--- config.mk ---
export PLATFORM = sky130hd
export DESIGN_NAME = pwm_avm_host
export DESIGN_NICKNAME = d
export VERILOG_FILES = /design/src/rtl/pwm_avm_pkg.sv /design/src/rtl/pwm_avm_cmd_fifo.sv /design/src/rtl/pwm_avm_host.sv
export SDC_FILE = /design/constraint.sdc
export NUM_CORES = 1
export LEC_CHECK = 0
export CAP_MARGIN = 20
export CORE_ASPECT_RATIO = 0.5
export CORE_MARGIN = 3
export CORE_UTILIZATION = 50
export CTS_BUF_LIST = sky130_fd_sc_hd__clkbuf_16
export CTS_CLUSTER_SIZE = 8
export DETAILED_ROUTE_END_ITERATION = 10
export GPL_TIMING_DRIVEN = 0
export PLACE_DENSITY = 0.86
export SLEW_MARGIN = 0
export SYNTH_ARGS = -nofsm -noshare
export SYNTH_HDL_FRONTEND = slang
export SYNTH_SLANG_ARGS = --single-unit
--- constraint.sdc ---
create_clock -name clk -period 3.9 [get_ports clk]
set_input_delay 0.975 -clock clk [delete_from_list [all_inputs] [get_ports clk]]
set_output_delay 0.975 -clock clk [all_outputs]
set_load 0.1 [all_outputs]
--- src/rtl/pwm_avm_pkg.sv ---
// Shared types for the PWM Avalon-MM host: register map, FSM states, command bundle.
package pwm_avm_pkg;

    localparam logic [1:0] REG_CLK_DIV = 2'd0;
    localparam logic [1:0] REG_DUTY    = 2'd1;
    localparam logic [1:0] REG_CTRL    = 2'd2;

    typedef enum logic [2:0] {
        ST_IDLE,
        ST_WR,
        ST_RD,
        ST_RDWAIT,
        ST_RSP
    } state_e;

    typedef struct packed {
        logic        write;
        logic [1:0]  addr;
        logic [31:0] wdata;
        logic [3:0]  be;
    } cmd_t;

endpackage

--- src/rtl/pwm_avm_cmd_fifo.sv ---
// Command FIFO for the PWM Avalon-MM host; full flag is registered.
module pwm_avm_cmd_fifo #(
    parameter int WIDTH = 39,
    parameter int DEPTH = 4
) (
    input  logic             clk,
    input  logic             reset_n,
    input  logic             push_i,
    input  logic [WIDTH-1:0] data_i,
    input  logic             pop_i,
    output logic [WIDTH-1:0] data_o,
    output logic             full_o,
    output logic             empty_o
);

    localparam int PW = (DEPTH > 1) ? $clog2(DEPTH) : 1;

    logic [WIDTH-1:0] mem_q [DEPTH];
    logic [PW-1:0]    wptr_q;
    logic [PW-1:0]    rptr_q;
    logic [PW:0]      cnt_q;
    logic [PW:0]      cnt_d;
    logic             full_q;
    logic             do_push;
    logic             do_pop;

    assign do_push = push_i && !full_q;
    assign do_pop  = pop_i && (cnt_q != '0);
    assign cnt_d   = cnt_q + (PW+1)'(do_push) - (PW+1)'(do_pop);

    always_ff @(posedge clk or negedge reset_n) begin
        if (!reset_n) begin
            wptr_q <= '0;
            rptr_q <= '0;
            cnt_q  <= '0;
            full_q <= 1'b0;
        end else begin
            if (do_push) wptr_q <= wptr_q + 1'b1;
            if (do_pop)  rptr_q <= rptr_q + 1'b1;
            cnt_q  <= cnt_d;
            full_q <= (cnt_d == (PW+1)'(DEPTH));
        end
    end

    // Storage needs no reset: entries are only visible through cnt_q.
    always_ff @(posedge clk) begin
        if (do_push) mem_q[wptr_q] <= data_i;
    end

    assign data_o  = mem_q[rptr_q];
    assign full_o  = full_q;
    assign empty_o = (cnt_q == '0);

endmodule

--- src/rtl/pwm_avm_host.sv ---
// Avalon-MM host issuing queued register commands to the PWM slave.
// AVM_WAITREQ_EN adds avm_waitrequest with a WAIT_TIMEOUT stall abort.
module pwm_avm_host
    import pwm_avm_pkg::*;
#(
    parameter int ADDR_W       = 2,
    parameter int FIFO_DEPTH   = 4,
    parameter int READ_LATENCY = 1
`ifdef AVM_WAITREQ_EN
    ,
    parameter int WAIT_TIMEOUT = 16
`endif
) (
    input  logic              clk,
    input  logic              reset_n,
    input  logic              cmd_valid,
    output logic              cmd_ready,
    input  logic              cmd_write,
    input  logic [ADDR_W-1:0] cmd_addr,
    input  logic [31:0]       cmd_wdata,
    input  logic [3:0]        cmd_be,
    output logic              rsp_valid,
    input  logic              rsp_ready,
    output logic [31:0]       rsp_rdata,
    output logic              rsp_err,
    output logic              busy,
    output logic              avm_chipselect,
    output logic [ADDR_W-1:0] avm_address,
    output logic              avm_write,
    output logic [31:0]       avm_writedata,
    output logic              avm_read,
    output logic [3:0]        avm_byteenable,
    input  logic [31:0]       avm_readdata
`ifdef AVM_WAITREQ_EN
    ,
    input  logic              avm_waitrequest
`endif
);

    localparam int CW = 1 + ADDR_W + 32 + 4;
    localparam int LW = (READ_LATENCY > 1) ? $clog2(READ_LATENCY) : 1;

    state_e            state_q, state_d;
    logic              cs_q, cs_d;
    logic              wr_q, wr_d;
    logic              rd_q, rd_d;
    logic [ADDR_W-1:0] addr_q, addr_d;
    logic [31:0]       wdata_q, wdata_d;
    logic [3:0]        be_q, be_d;
    logic [LW-1:0]     lat_q, lat_d;
    logic              rv_q, rv_d;
    logic [31:0]       rdata_q, rdata_d;
    logic              err_q, err_d;
    logic              stall;

    logic              fifo_pop;
    logic              fifo_full;
    logic              fifo_empty;
    logic [CW-1:0]     fifo_out;

`ifdef AVM_WAITREQ_EN
    localparam int TW = $clog2(WAIT_TIMEOUT) + 1;
    logic [TW-1:0] wcnt_q, wcnt_d;
    logic          tmo;
    assign stall = avm_waitrequest;
    assign tmo   = (wcnt_q == TW'(WAIT_TIMEOUT - 1));
`else
    assign stall = 1'b0;
`endif

    pwm_avm_cmd_fifo #(
        .WIDTH (CW),
        .DEPTH (FIFO_DEPTH)
    ) u_fifo (
        .clk     (clk),
        .reset_n (reset_n),
        .push_i  (cmd_valid),
        .data_i  ({cmd_write, cmd_addr, cmd_wdata, cmd_be}),
        .pop_i   (fifo_pop),
        .data_o  (fifo_out),
        .full_o  (fifo_full),
        .empty_o (fifo_empty)
    );

    always_comb begin
        state_d  = state_q;
        cs_d     = cs_q;
        wr_d     = wr_q;
        rd_d     = rd_q;
        addr_d   = addr_q;
        wdata_d  = wdata_q;
        be_d     = be_q;
        lat_d    = lat_q;
        rv_d     = rv_q;
        rdata_d  = rdata_q;
        err_d    = err_q;
        fifo_pop = 1'b0;
`ifdef AVM_WAITREQ_EN
        wcnt_d   = wcnt_q;
`endif
        unique case (state_q)
            ST_IDLE: begin
                if (!fifo_empty) begin
                    fifo_pop = 1'b1;
                    wr_d     = fifo_out[CW-1];
                    rd_d     = !fifo_out[CW-1];
                    cs_d     = 1'b1;
                    addr_d   = fifo_out[CW-2 -: ADDR_W];
                    wdata_d  = fifo_out[35:4];
                    be_d     = fifo_out[3:0];
                    state_d  = fifo_out[CW-1] ? ST_WR : ST_RD;
`ifdef AVM_WAITREQ_EN
                    wcnt_d   = '0;
`endif
                end
            end
            ST_WR: begin
                if (!stall) begin
                    cs_d    = 1'b0;
                    wr_d    = 1'b0;
                    state_d = ST_IDLE;
`ifdef AVM_WAITREQ_EN
                end else if (tmo) begin
                    cs_d    = 1'b0;
                    wr_d    = 1'b0;
                    state_d = ST_IDLE;
                end else begin
                    wcnt_d  = wcnt_q + 1'b1;
`endif
                end
            end
            ST_RD: begin
                if (!stall) begin
                    cs_d    = 1'b0;
                    rd_d    = 1'b0;
                    lat_d   = LW'(READ_LATENCY - 1);
                    state_d = ST_RDWAIT;
`ifdef AVM_WAITREQ_EN
                end else if (tmo) begin
                    cs_d    = 1'b0;
                    rd_d    = 1'b0;
                    rdata_d = '0;
                    err_d   = 1'b1;
                    rv_d    = 1'b1;
                    state_d = ST_RSP;
                end else begin
                    wcnt_d  = wcnt_q + 1'b1;
`endif
                end
            end
            ST_RDWAIT: begin
                if (lat_q == '0) begin
                    rdata_d = avm_readdata;
                    err_d   = 1'b0;
                    rv_d    = 1'b1;
                    state_d = ST_RSP;
                end else begin
                    lat_d = lat_q - 1'b1;
                end
            end
            ST_RSP: begin
                if (rsp_ready) begin
                    rv_d    = 1'b0;
                    err_d   = 1'b0;
                    state_d = ST_IDLE;
                end
            end
            default: state_d = ST_IDLE;
        endcase
    end

    always_ff @(posedge clk or negedge reset_n) begin
        if (!reset_n) begin
            state_q <= ST_IDLE;
            cs_q    <= 1'b0;
            wr_q    <= 1'b0;
            rd_q    <= 1'b0;
            addr_q  <= '0;
            wdata_q <= '0;
            be_q    <= '0;
            lat_q   <= '0;
            rv_q    <= 1'b0;
            rdata_q <= '0;
            err_q   <= 1'b0;
`ifdef AVM_WAITREQ_EN
            wcnt_q  <= '0;
`endif
        end else begin
            state_q <= state_d;
            cs_q    <= cs_d;
            wr_q    <= wr_d;
            rd_q    <= rd_d;
            addr_q  <= addr_d;
            wdata_q <= wdata_d;
            be_q    <= be_d;
            lat_q   <= lat_d;
            rv_q    <= rv_d;
            rdata_q <= rdata_d;
            err_q   <= err_d;
`ifdef AVM_WAITREQ_EN
            wcnt_q  <= wcnt_d;
`endif
        end
    end

    assign cmd_ready      = !fifo_full;
    assign busy           = !fifo_empty || (state_q != ST_IDLE);
    assign rsp_valid      = rv_q;
    assign rsp_rdata      = rdata_q;
    assign rsp_err        = err_q;
    assign avm_chipselect = cs_q;
    assign avm_write      = wr_q;
    assign avm_read       = rd_q;
    assign avm_address    = addr_q;
    assign avm_writedata  = wdata_q;
    assign avm_byteenable = be_q;

endmodule

== Yosys cells after proc, flatten, opt, wreduce, memory -nomap -nowiden ==
Memory sizes are Yosys's and may differ from the RTL's.
Cells that the tools add are included.

* Add/sub/neg operators: 5
* Eq/ne operators: 8
* Multiplexer cells: 22
* Bitwise gates (word level): 2
* Reductions and logical operators: 23

{| class="wikitable"
|+ Operators with widths
! cell !! number
|-
| 1-bit one-hot mux with 2 select lines || 6
|-
| 3-bit one-hot mux with 4 select lines || 1
|-
| 1-bit two-way mux || 11
|-
| 2-bit AND reduction || 5
|-
| 2-bit nonzero test || 5
|-
| 3-bit two-way mux || 3
|-
| 3-bit by 2-bit equality test with 1-bit output, second input constant || 2
|-
| 3-bit equality test, second input constant || 2
|-
| 3-bit zero test || 2
|-
| 2-bit != test, second input constant || 3
|-
| 3-bit AND reduction || 2
|-
| 3-bit nonzero test || 2
|-
| 2-bit by 1-bit adder with 2-bit output, second input constant || 2
|-
| 3-bit by 1-bit adder with 3-bit output || 1
|-
| 3-bit by 1-bit equality test with 1-bit output, second input constant || 1
|-
| 1-bit zero test || 3
|-
| 3-bit by 1-bit subtractor with 3-bit output || 1
|-
| 1-bit logical AND || 2
|-
| 2-bit two-way mux || 1
|-
| 1-bit NOT || 2
|-
| 2-bit OR reduction || 1
|-
| 1-bit logical OR || 1
|-
| 1-bit subtractor, second input constant || 1
|}

* Flip-flop bits (word level): 87
* Bits in writable memories: 156
* Bits of input ports: 75
* Output and inout bits: 77
* Word-level logic and storage cells: 76
* Memories: 1

{| class="wikitable"
|+ Memory list
! name !! words !! width !! read ports !! clocked after Yosys merged registers in !! write ports !! line !! source
|-
| u_fifo.mem_q || 4 || 39 || 1 || 0 || 1 || pwm_avm_cmd_fifo.sv:18 || <nowiki>logic [WIDTH-1:0] mem_q [DEPTH];</nowiki>
|}

== Logic depth before layout (Yosys ltp) ==
Gate-level depths: netlist of the first run.

* Depth after elaboration: 6
* Gate-level depth with buffers: 12

== Hierarchy ==
A second synthesis of the first run with hierarchy kept.

* Cells, all modules: 430
* Area total of the unflattened synthesis: 9135.0 um^2

{| class="wikitable"
|+ By module, submodules not included
! module !! instances !! cells an instance !! area each (um^2)
|-
| pwm_avm_cmd_fifo || 1 || 243 || 6130.9
|-
| pwm_avm_host || 1 || 187 || 3004.1
|}

== Worst setup path after synthesis of the first run ==
OpenSTA, ideal clock, no wires.

* Path type: input to register
* Start point: input port cmd_valid
* End point: memory u_fifo.mem_q[0][0], enable pin
* Arrival: 2.294 ns
* Data required time: 3.500 ns
* Setup slack: 1.206 ns
* Stages: 3
* Cells stage by stage: nor2b_1 > clkbuf_1 > and2_1

* Cells in the longest elaborated chain, start to end: 3

{| class="wikitable"
|+ Ends and longest elaborated chain
! what !! line !! source
|-
| start: declaration || pwm_avm_host.sv:16 || <nowiki>input logic cmd_valid,</nowiki>
|-
| 1-bit logical AND || pwm_avm_cmd_fifo.sv:27 || <nowiki>assign do_push = push_i && !full_q;</nowiki>
|-
| via u_fifo.do_push || pwm_avm_cmd_fifo.sv:24 || <nowiki>logic do_push;</nowiki>
|-
| 1-bit two-way mux || pwm_avm_cmd_fifo.sv:47 || <nowiki>if (do_push) mem_q[wptr_q] <= data_i;</nowiki>
|-
| 1-bit two-way mux (not written as such) || pwm_avm_cmd_fifo.sv:47 ||
|-
| end: declaration || pwm_avm_cmd_fifo.sv:18 ||
|}

The timed path passes the listed nets, and every way through them passes these cells.

== Final worst setup path of the first run ==
* Start point: register u_fifo.cnt_q[0]
* End point: output port busy

* Cells in the longest elaborated chain, start to end: 3

{| class="wikitable"
|+ Ends and longest elaborated chain
! what !! line !! source
|-
| start: declaration || pwm_avm_cmd_fifo.sv:21 || <nowiki>logic [PW:0] cnt_q;</nowiki>
|-
| start signal: assignment || pwm_avm_cmd_fifo.sv:40 || <nowiki>cnt_q <= cnt_d;</nowiki>
|-
| 3-bit zero test || pwm_avm_cmd_fifo.sv:52 || <nowiki>assign empty_o = (cnt_q == '0);</nowiki>
|-
| 1-bit zero test || pwm_avm_host.sv:207 || <nowiki>assign busy = !fifo_empty || (state_q != ST_IDLE);</nowiki>
|-
| 1-bit logical OR || pwm_avm_host.sv:207 ||
|-
| end: declaration || pwm_avm_host.sv:26 || <nowiki>output logic busy,</nowiki>
|}

Every way passes these cells.

==> results.ini, run 1 <==
[routing]
vias=4760
wl_per_cell_um=21.00
detail-route-antenna-nets=0
first_pass_iters=4
post-route-drc-count=0
via_per_inst=5.385
drt_iter0_drc=293
wl_um=18570

[timing]
setup_viol=0
min_period_ps=3530
slew_headroom=0.3118
fin_crit_sh=0.9051
maxSlewViolCount=0
tns_ps=0
max_freq_mhz=283.3
finClkSkew_ps=14.83
max_slew.worst_pin.slew_ps=1029
rsz0062_at_grt=false
hold_viol=0

[critical_path]
worstPathMaxFanout=5
worstSetupPathType=reg -> out
crit_required_ps=2920
end_kind=output port
start_kind=register
worstPathArrival_ps=2560

[synthesis]
synth-xor-area-share=0.004848
netlist_area_um2=9034
syn_nets=512
yosysTopAreaCell=edfxtp_1
postSynthCellCount=430
synth_seq_area_share=0.7540
synth_compound_area_frac=0.009003
ys_ff_latch=241
synth-edff-count=156
avgSynthCellArea_um2=21.01
ys_types=34
post-synth-top-count-cell=edfxtp_1
synth_commonest_cells=edfxtp_1 (156), dfrtp_1 (85), mux2_2 (70)
async_flop_share=0.3527
synthMuxAreaShare=0.1845
synthTopCellsByArea=edfxtp_1 (52%), dfrtp_1 (24%), mux4_2 (9.7%)
synth_warnings=0
synth_top_family_by_area=multiplexers
ys.flop_type=edfxtp_1
synth-simple-area-share=0.01593
synth_fa_ha_area_frac=0.01053
synth_top_area_frac=0.5186

[floorplanning]
fp-row-count=34
dieArea_um2=19810
die_w_um=196.1
io_pins=152
initial_core_util=0.5154
coreArea_um2=17530
die_h_um=101.0

[clock_tree]
htreeDepth=2
cts_tree=yes
clk_latency_ps=500
path_clk_slew_ps=50
clock_path_buffers=3
root_buffer=clkbuf_16
cts_hold_buf=0
cts-resized-gates=0
cts_made_buffers=36
post_cts_buffers=0
clock-sinks=241

[job]
cap_violations=0

[global_routing]
grt_pass1_wl_um=29530
track_usage=0.1924
grt_pass1_vias=5247
gr-total-overflow=0
grt_max_degree=60
antenna_found_initial=0

[layout]
drive_gt1_frac=0.2738
fillers=1072
nNetsFinal=705
syn2layout_area_growth_pct=33.07
multi_input_area_um2=2039
diodes=0
seq_area_um2=6812

[placement]
portBuffers=150
dp_hpwl_um=11120
gp_congestion=0.7291

[outcome]
status=finished, final reports clean

[worst_hold_path]
holdCritPathClass=in -> async

## worst paths after layout
kind                                 start                to  slack (ps)  depth (start not counted)
setup / recovery           u_fifo.cnt_q[0]              busy         370                          3
hold / removal                     reset_n     rsp_rdata[28]         390                          1
setup reg to reg           u_fifo.cnt_q[0]     u_fifo.full_o        1020                         11
hold reg to reg               rsp_rdata[4]      rsp_rdata[4]         500                          1
max in group asynchronous          reset_n  avm_writedata[1]        2880                          2
min in group clk              rsp_rdata[4]      rsp_rdata[4]         500                          1
## cells by family (layout without fill, tap and decap cells)
group	after synthesis	in the layout
other	1	1
multiplexers	109	109
buffers and inverters	30	250
XOR/XNOR	5	5
flip-flops	241	241
adder cells (fa/ha/maj)	7	7
AND/OR/NAND/NOR	25	25
AO/OA/AOI/OAI	12	12
## final cells by class
class	instances	area share
Buffer	21	0.01280
Clock buffer	37	0.07702
Clock inverter	28	0.01187
Inverter	9	0.002810
Multi-Input combinational cell	159	0.1697
Sequential cell	241	0.5666
Tap cell	234	0.02435
Timing Repair Buffer	155	0.1349
## flip-flops by register name (all words and copies together) (netlist names)
signal,flops
avm_address,2
avm_byteenable,4
avm_chipselect,1
avm_read,1
avm_write,1
avm_writedata,32
rsp_rdata,32
rsp_valid,1
state_q,3
u_fifo.cnt_q,3
u_fifo.full_o,1
u_fifo.mem_q,156
u_fifo.rptr_q,2
u_fifo.wptr_q,2
## layout by cell type (no fill, tap or decap), types with 3 or more instances in the layout
cell	Yosys	final
nand2_1	4	4
buf_16	0	3
and2_2	0	4
clkbuf_1	3	3
ha_1	6	6
mux4_2	39	39
buf_6	5	5
mux2_2	70	70
nor2_1	5	5
o21ai_0	3	3
buf_4	9	10
clkbuf_16	0	37
dfrtp_1	85	85
buf_2	3	3
inv_1	9	34
edfxtp_1	156	156
xnor2_1	5	5
clkdlybuf4s50_1	0	149
## per-stage QoR
stage                     utilization  instance area (µm²)  setup slack [ps]  hold slack (ps)  instances
after detailed placement       0.6249                10950             811.1            492.2        819
final                          0.6859                12020             370.0            388.9        884
after floorplan                     -                 9034              1206            544.8        430
after global placement         0.6178                10830             -1558            485.7        814
after global routing           0.6859                12020             215.4            393.2        884
after CTS                      0.6859                12020             313.1            383.4        884
## worst max-delay path, cell delays in order, from the launching register on
cell	delay [ps]
dfrtp_1	390
nor3_1	520
nand2_1	140
clkdlybuf4s50_1	1010
## routing by layer
| layer | track usage | vias to the layer above | routed length, µm |
|---|---|---|---|
| met4 | 0.06076 | 0 | 470 |
| met5 | 0 | - | 0 |
| met1 | 0.2501 | 2464 | 7676 |
| met3 | 0.05042 | 48 | 1252 |
| li1 | - | 2076 | - |
| met2 | 0.3244 | 172 | 9165 |
Power of run 1 is left out: the tool's default activity adds up to more than one toggle a clock period on the data nets, which glitch-free logic cannot reach.
==> inputs of run 2 (changes only) <==
CTS_CLUSTER_DIAMETER = 50   (was not set)
==> results of run 2 <==
The final DEF is identical to that of run 1; final timing and power are the same.
Power of run 2 is left out for the same reason.
